## src/rtl/nco_cfg_ctrl.sv

```systemverilog
// DDS (NCO) config-channel sequencer: builds {POFF, PINC} beats from base_inc plus a
// shifted loop correction, coalesces updates while busy, and gates the NCO output until settled.
//
// state    | meaning
// ST_IDLE  | after reset, waiting for the first enable to launch the initial beat
// ST_SEND  | cfg_tvalid high, tdata frozen until the DDS accepts it
// ST_SETTLE| beat accepted, counting down the DDS pipeline latency
// ST_RUN   | NCO output reflects the last beat; pending updates relaunch a beat
module nco_cfg_ctrl #(
  parameter int PHASE_W    = 32,
  parameter int CORR_W     = 16,
  parameter int CORR_SHIFT = 8,
  parameter int SETTLE     = 8
) (
  input  logic                 clk,
  input  logic                 rst_n,
  input  logic                 enable,
  input  logic [PHASE_W-1:0]   base_inc,
  input  logic [CORR_W-1:0]    corr,
  input  logic                 corr_vld,
  input  logic [PHASE_W-1:0]   poff,
  input  logic                 poff_vld,
  output logic [2*PHASE_W-1:0] cfg_tdata,
  output logic                 cfg_tvalid,
  input  logic                 cfg_tready,
  output logic                 nco_en,
  output logic                 settled,
  output logic                 busy
);

  localparam int SETTLE_EFF = (SETTLE < 1) ? 1 : SETTLE;
  localparam int CNT_W      = (SETTLE_EFF > 1) ? $clog2(SETTLE_EFF) : 1;
  localparam logic [CNT_W-1:0] CNT_LOAD = CNT_W'(SETTLE_EFF - 1);

  typedef enum logic [1:0] {
    ST_IDLE   = 2'd0,
    ST_SEND   = 2'd1,
    ST_SETTLE = 2'd2,
    ST_RUN    = 2'd3
  } state_t;

  state_t             state;
  logic [CNT_W-1:0]   cnt;
  logic [CORR_W-1:0]  corr_q;
  logic [PHASE_W-1:0] poff_q;
  logic               pend_q;

  logic [CORR_W-1:0]         corr_nx;
  logic [PHASE_W-1:0]        poff_nx;
  logic signed [PHASE_W-1:0] corr_ext;
  logic [PHASE_W-1:0]        pinc_nx;
  logic                      strobe;

  // A strobe arriving in the launch cycle is folded into the beat being built.
  assign corr_nx  = corr_vld ? corr : corr_q;
  assign poff_nx  = poff_vld ? poff : poff_q;
  assign strobe   = corr_vld | poff_vld;
  assign corr_ext = PHASE_W'($signed(corr_nx));
  assign pinc_nx  = base_inc + PHASE_W'(corr_ext <<< CORR_SHIFT);

  assign nco_en = settled & enable;

  always_ff @(posedge clk or negedge rst_n) begin
    if (!rst_n) begin
      state      <= ST_IDLE;
      cnt        <= '0;
      corr_q     <= '0;
      poff_q     <= '0;
      pend_q     <= 1'b0;
      cfg_tdata  <= '0;
      cfg_tvalid <= 1'b0;
      settled    <= 1'b0;
      busy       <= 1'b0;
    end else begin
      corr_q <= corr_nx;
      poff_q <= poff_nx;
      if (strobe) pend_q <= 1'b1;

      case (state)
        ST_IDLE: begin
          if (enable) begin
            cfg_tdata  <= {poff_nx, pinc_nx};
            cfg_tvalid <= 1'b1;
            pend_q     <= 1'b0;
            busy       <= 1'b1;
            state      <= ST_SEND;
          end
        end

        // Handshake completes regardless of enable so a raised tvalid is never withdrawn.
        ST_SEND: begin
          if (cfg_tready) begin
            cfg_tvalid <= 1'b0;
            cnt        <= CNT_LOAD;
            state      <= ST_SETTLE;
          end
        end

        ST_SETTLE: begin
          if (enable) begin
            if (cnt == '0) begin
              settled <= 1'b1;
              busy    <= 1'b0;
              state   <= ST_RUN;
            end else begin
              cnt <= cnt - 1'b1;
            end
          end
        end

        ST_RUN: begin
          if (enable && (pend_q || strobe)) begin
            cfg_tdata  <= {poff_nx, pinc_nx};
            cfg_tvalid <= 1'b1;
            pend_q     <= 1'b0;
            settled    <= 1'b0;
            busy       <= 1'b1;
            state      <= ST_SEND;
          end
        end

        default: begin
          state      <= ST_IDLE;
          cfg_tvalid <= 1'b0;
          settled    <= 1'b0;
          busy       <= 1'b0;
        end
      endcase
    end
  end

endmodule

```

## config.mk

```make
export PLATFORM = sky130hd
export DESIGN_NAME = nco_cfg_ctrl
export DESIGN_NICKNAME = d
export VERILOG_FILES = /design/src/rtl/nco_cfg_ctrl.sv
export SDC_FILE = /design/constraint.sdc
export NUM_CORES = 1
export LEC_CHECK = 0
export CORE_MARGIN = 3
export CORE_UTILIZATION = 42
export DETAILED_ROUTE_END_ITERATION = 10
export PLACE_DENSITY = 0.68
export SYNTH_ARGS = -nofsm -noshare
export SYNTH_HDL_FRONTEND = slang
export SYNTH_SLANG_ARGS = --single-unit
```

## constraint.sdc

```tcl
create_clock -name clk -period 3.2 [get_ports clk]
set_input_delay 0.48 -clock clk [delete_from_list [all_inputs] [get_ports clk]]
set_output_delay 0.48 -clock clk [all_outputs]
set_load 0.05 [all_outputs]
```

==> flow_summary.yaml <==
logic_synthesis:
  ys.flop_type: "dfrtp_1"
  ys_seq_area_share_pct: 49.82
  yosys.area.top_type: "dfrtp_1"
  syn_nets: 659
  ys_top_cells_by_area: "dfrtp_1 50%, mux2_2 15%, ha_1 6.4%"
  synth.distinct_cells: 59
  synth_edf_count: 0
  postSynth.asyncResetShare_pct: 100.0
  ys_ff_latch: 121
  synth_top_area_share_pct: 49.82
  netlist_area_mm2: 0.006077
  syn_avg_cell_area_um2: 11.23
  ys_warn_count: 0
  syn_inst: 541
cts:
  cts_num_sinks: 121
  cts-root-buf: "clkbuf_16"
  clock_path_buffers: 2
  h-tree-depth: 4
  ctsResizeCount: 0
  cts_inserted_buffers: 17
  postCtsSetupBuffers: 0
  postCtsHoldBufs: 0
  cts.clk_slew.worst_paths_ns: 0.06
  cts_tree: "done"
  worstSkewPairLatency_ns: 0.41
setup_path:
  worstPathMaxFanout: 17
  path_class: "in2reg"
  worst_ep_arrival_time_ns: 3.23
  r2r_start: "corr_q[6]"
  rrSetupSlack_ns: 0.75
  rr_worst_depth: 8
  cp-start-kind: "primary input"
  r2r-end: "cfg_tdata[31]"
  cp-end-kind: "flop"
  crit_required_ns: 3.50
floorplanning:
  die_y_um: 126.3
  core_mm2: 0.01404
  dieArea_mm2: 0.01595
  rows: 43
  fp.dieW_um: 126.3
  start_util_pct: 43.28
  io-pin-count: 154
grt:
  grt_max_degree: 62
  use_met2_pct: 32.33
  grt_busiest_layer: "met2"
  grt_pass1_wl_mm: 24.76
  use_met3_pct: 5.263
  track_usage_pct: 19.35
  antenna_found_initial: 0
  grt-ovfl-total: 0
  grtUsageMet1_pct: 24.36
  grt_pass1_vias: 5072
sta:
  hold_violations: 0
  tightest_slew_ns: 0.8273
  timing.hold.ws_ns: 0.1680
  slew_headroom_pct: 44.85
  fin_crit_sh_pct: 91.71
  max_freq_mhz: 340.8
  finClkSkew_ns: 0.008892
  grt_setup_unrepaired: "false"
  setup-violations-final: 0
  final_max_slew_viol_count: 0
  fin_crit_ns: 2.935
route:
  vias: 4889
  drc: 0
  drtAntennaViolNets: 0
  drt_first_pass_iters: 4
  drt_iter0_drc: 210
  via_per_inst: 5.196
  wl_per_cell_um: 15.86
  routed_wl_mm: 14.93
job:
  drv_cap: 0
pwr:
  power.density_mw_per_mm2: 975.0
  p_total_mw: 8.610
  leakage_nw: 3.857
  vdd_drop_max_uv: 409.2
run_status:
  outcome: "finished clean"
finish:
  finish.net_count: 866
  stdcell_area_mm2: 0.008831
  utilization_pct: 62.89
  final_cell_count_no_fill: 941
  drive_gt1_share_pct: 24.31
  diodes: 0
  area_delta_synth_final_pct: 45.32
  fillers: 1101
place:
  dpl_cell_area_mm2: 0.008204
  portBuffers: 153
  dpl.cell_count: 909
  gp_congestion: 0.8634
  hpwlAfterDp_mm: 11.11
min_path:
  min_path_type: "in2async"
## synth_stat cells, types with 4 or more instances
cell type,number
dfrtp_1,121
mux2_2,82
nand2_1,66
ha_1,31
a21oi_1,28
nor2_1,24
nand3_1,18
o21ai_0,18
inv_1,16
buf_2,14
a21o_1,10
nor3_1,10
xnor2_1,9
o31ai_1,7
buf_1,5
o21a_1,5
a31oi_1,4
and4_1,4
nor2b_1,4
o211ai_1,4
## layer usage
layer | vias to the layer above | wire length, µm
met2 | 146 | 7175
met4 | 0 | 278
met3 | 28 | 848
met5 | - | 0
met1 | 2355 | 6625
li1 | 2360 | -
## where the power goes
group | internal (mW) | switching, mW
sequential | 2.05 | 0.290
clock | 1.31 | 0.711
combinational | 1.63 | 2.61
total | 4.99 | 3.62
## cell usage in the layout (no fill, tap or decap), types with 4 or more instances in the layout
master / instances
buf_4: 58
ha_1: 31
clkdlybuf4s50_1: 152
bufinv_16: 4
nor2b_1: 4
o211ai_1: 4
and4_1: 4
o21a_1: 5
dfrtp_1: 121
o21ai_0: 18
a21o_1: 10
mux2_2: 82
xnor2_1: 9
a21oi_1: 28
clkbuf_16: 17
clkinv_4: 4
inv_1: 16
nor2_1: 24
o31ai_1: 7
a31oi_1: 4
nand3_1: 18
nor3_1: 10
nand2_1: 66
## worst max path at each step
stage	start	to	slack (ns)	cells after the start
after floorplan	corr_vld	cfg_tdata[24]	0.15	11
after global placement	corr_vld	cfg_tdata[31]	-0.11	10
after detailed placement	corr_vld	cfg_tdata[31]	-0.15	10
after CTS	corr_vld	cfg_tdata[31]	0.28	10
after global routing	corr_vld	cfg_tdata[31]	0.13	10
final	corr_vld	cfg_tdata[31]	0.27	10
## flip-flops by register name, summed over array words and instances (netlist names)
| name | flops |
|---|---|
| pend_q | 1 |
| cnt | 3 |
| busy | 1 |
| state | 2 |
| cfg_tdata | 64 |
| cfg_tvalid | 1 |
| settled | 1 |
| corr_q | 16 |
| poff_q | 32 |
## kinds of logic after synthesis
logic type | synth area share, %
adders and majority gates | 6.712
muxes | 15.36
AOI/OAI and AO/OA | 12.37
and+or+nand+nor | 11.06
xor gates and xnor gates | 1.585
DFF | 49.82
buffers and inverters | 3.088
## per-stage QoR
step,TNS [ns],setup WS [ns]
floorplan,0,0.1504
global placement,-0.5050,-0.1103
detailed placement,-0.9689,-0.1548
CTS,0,0.2802
global route,0,0.1319
finish,0,0.2654
## layout make-up
class	count	area, µm²	area share [%]
multi-input cells	379	2874	32.54
flip-flops and latches	121	3028	34.29
inverters	16	60.06	0.6801
well taps	180	225.2	2.550
repair buffers	213	2017	22.84
clock buffers	18	429.2	4.860
clock inverters	14	197.7	2.239
## critical path, cell delays in order
cell             delay [ns]
clkdlybuf4s50_1        0.50
buf_12                 0.17
mux2_2                 0.36
ha_1                   0.32
a21oi_1                0.23
o211ai_1               0.16
o211ai_1               0.37
nand2_2                0.12
a21o_1                 0.18
a311o_1                0.34
No activity file was read; power rests on OpenSTA's default activity.
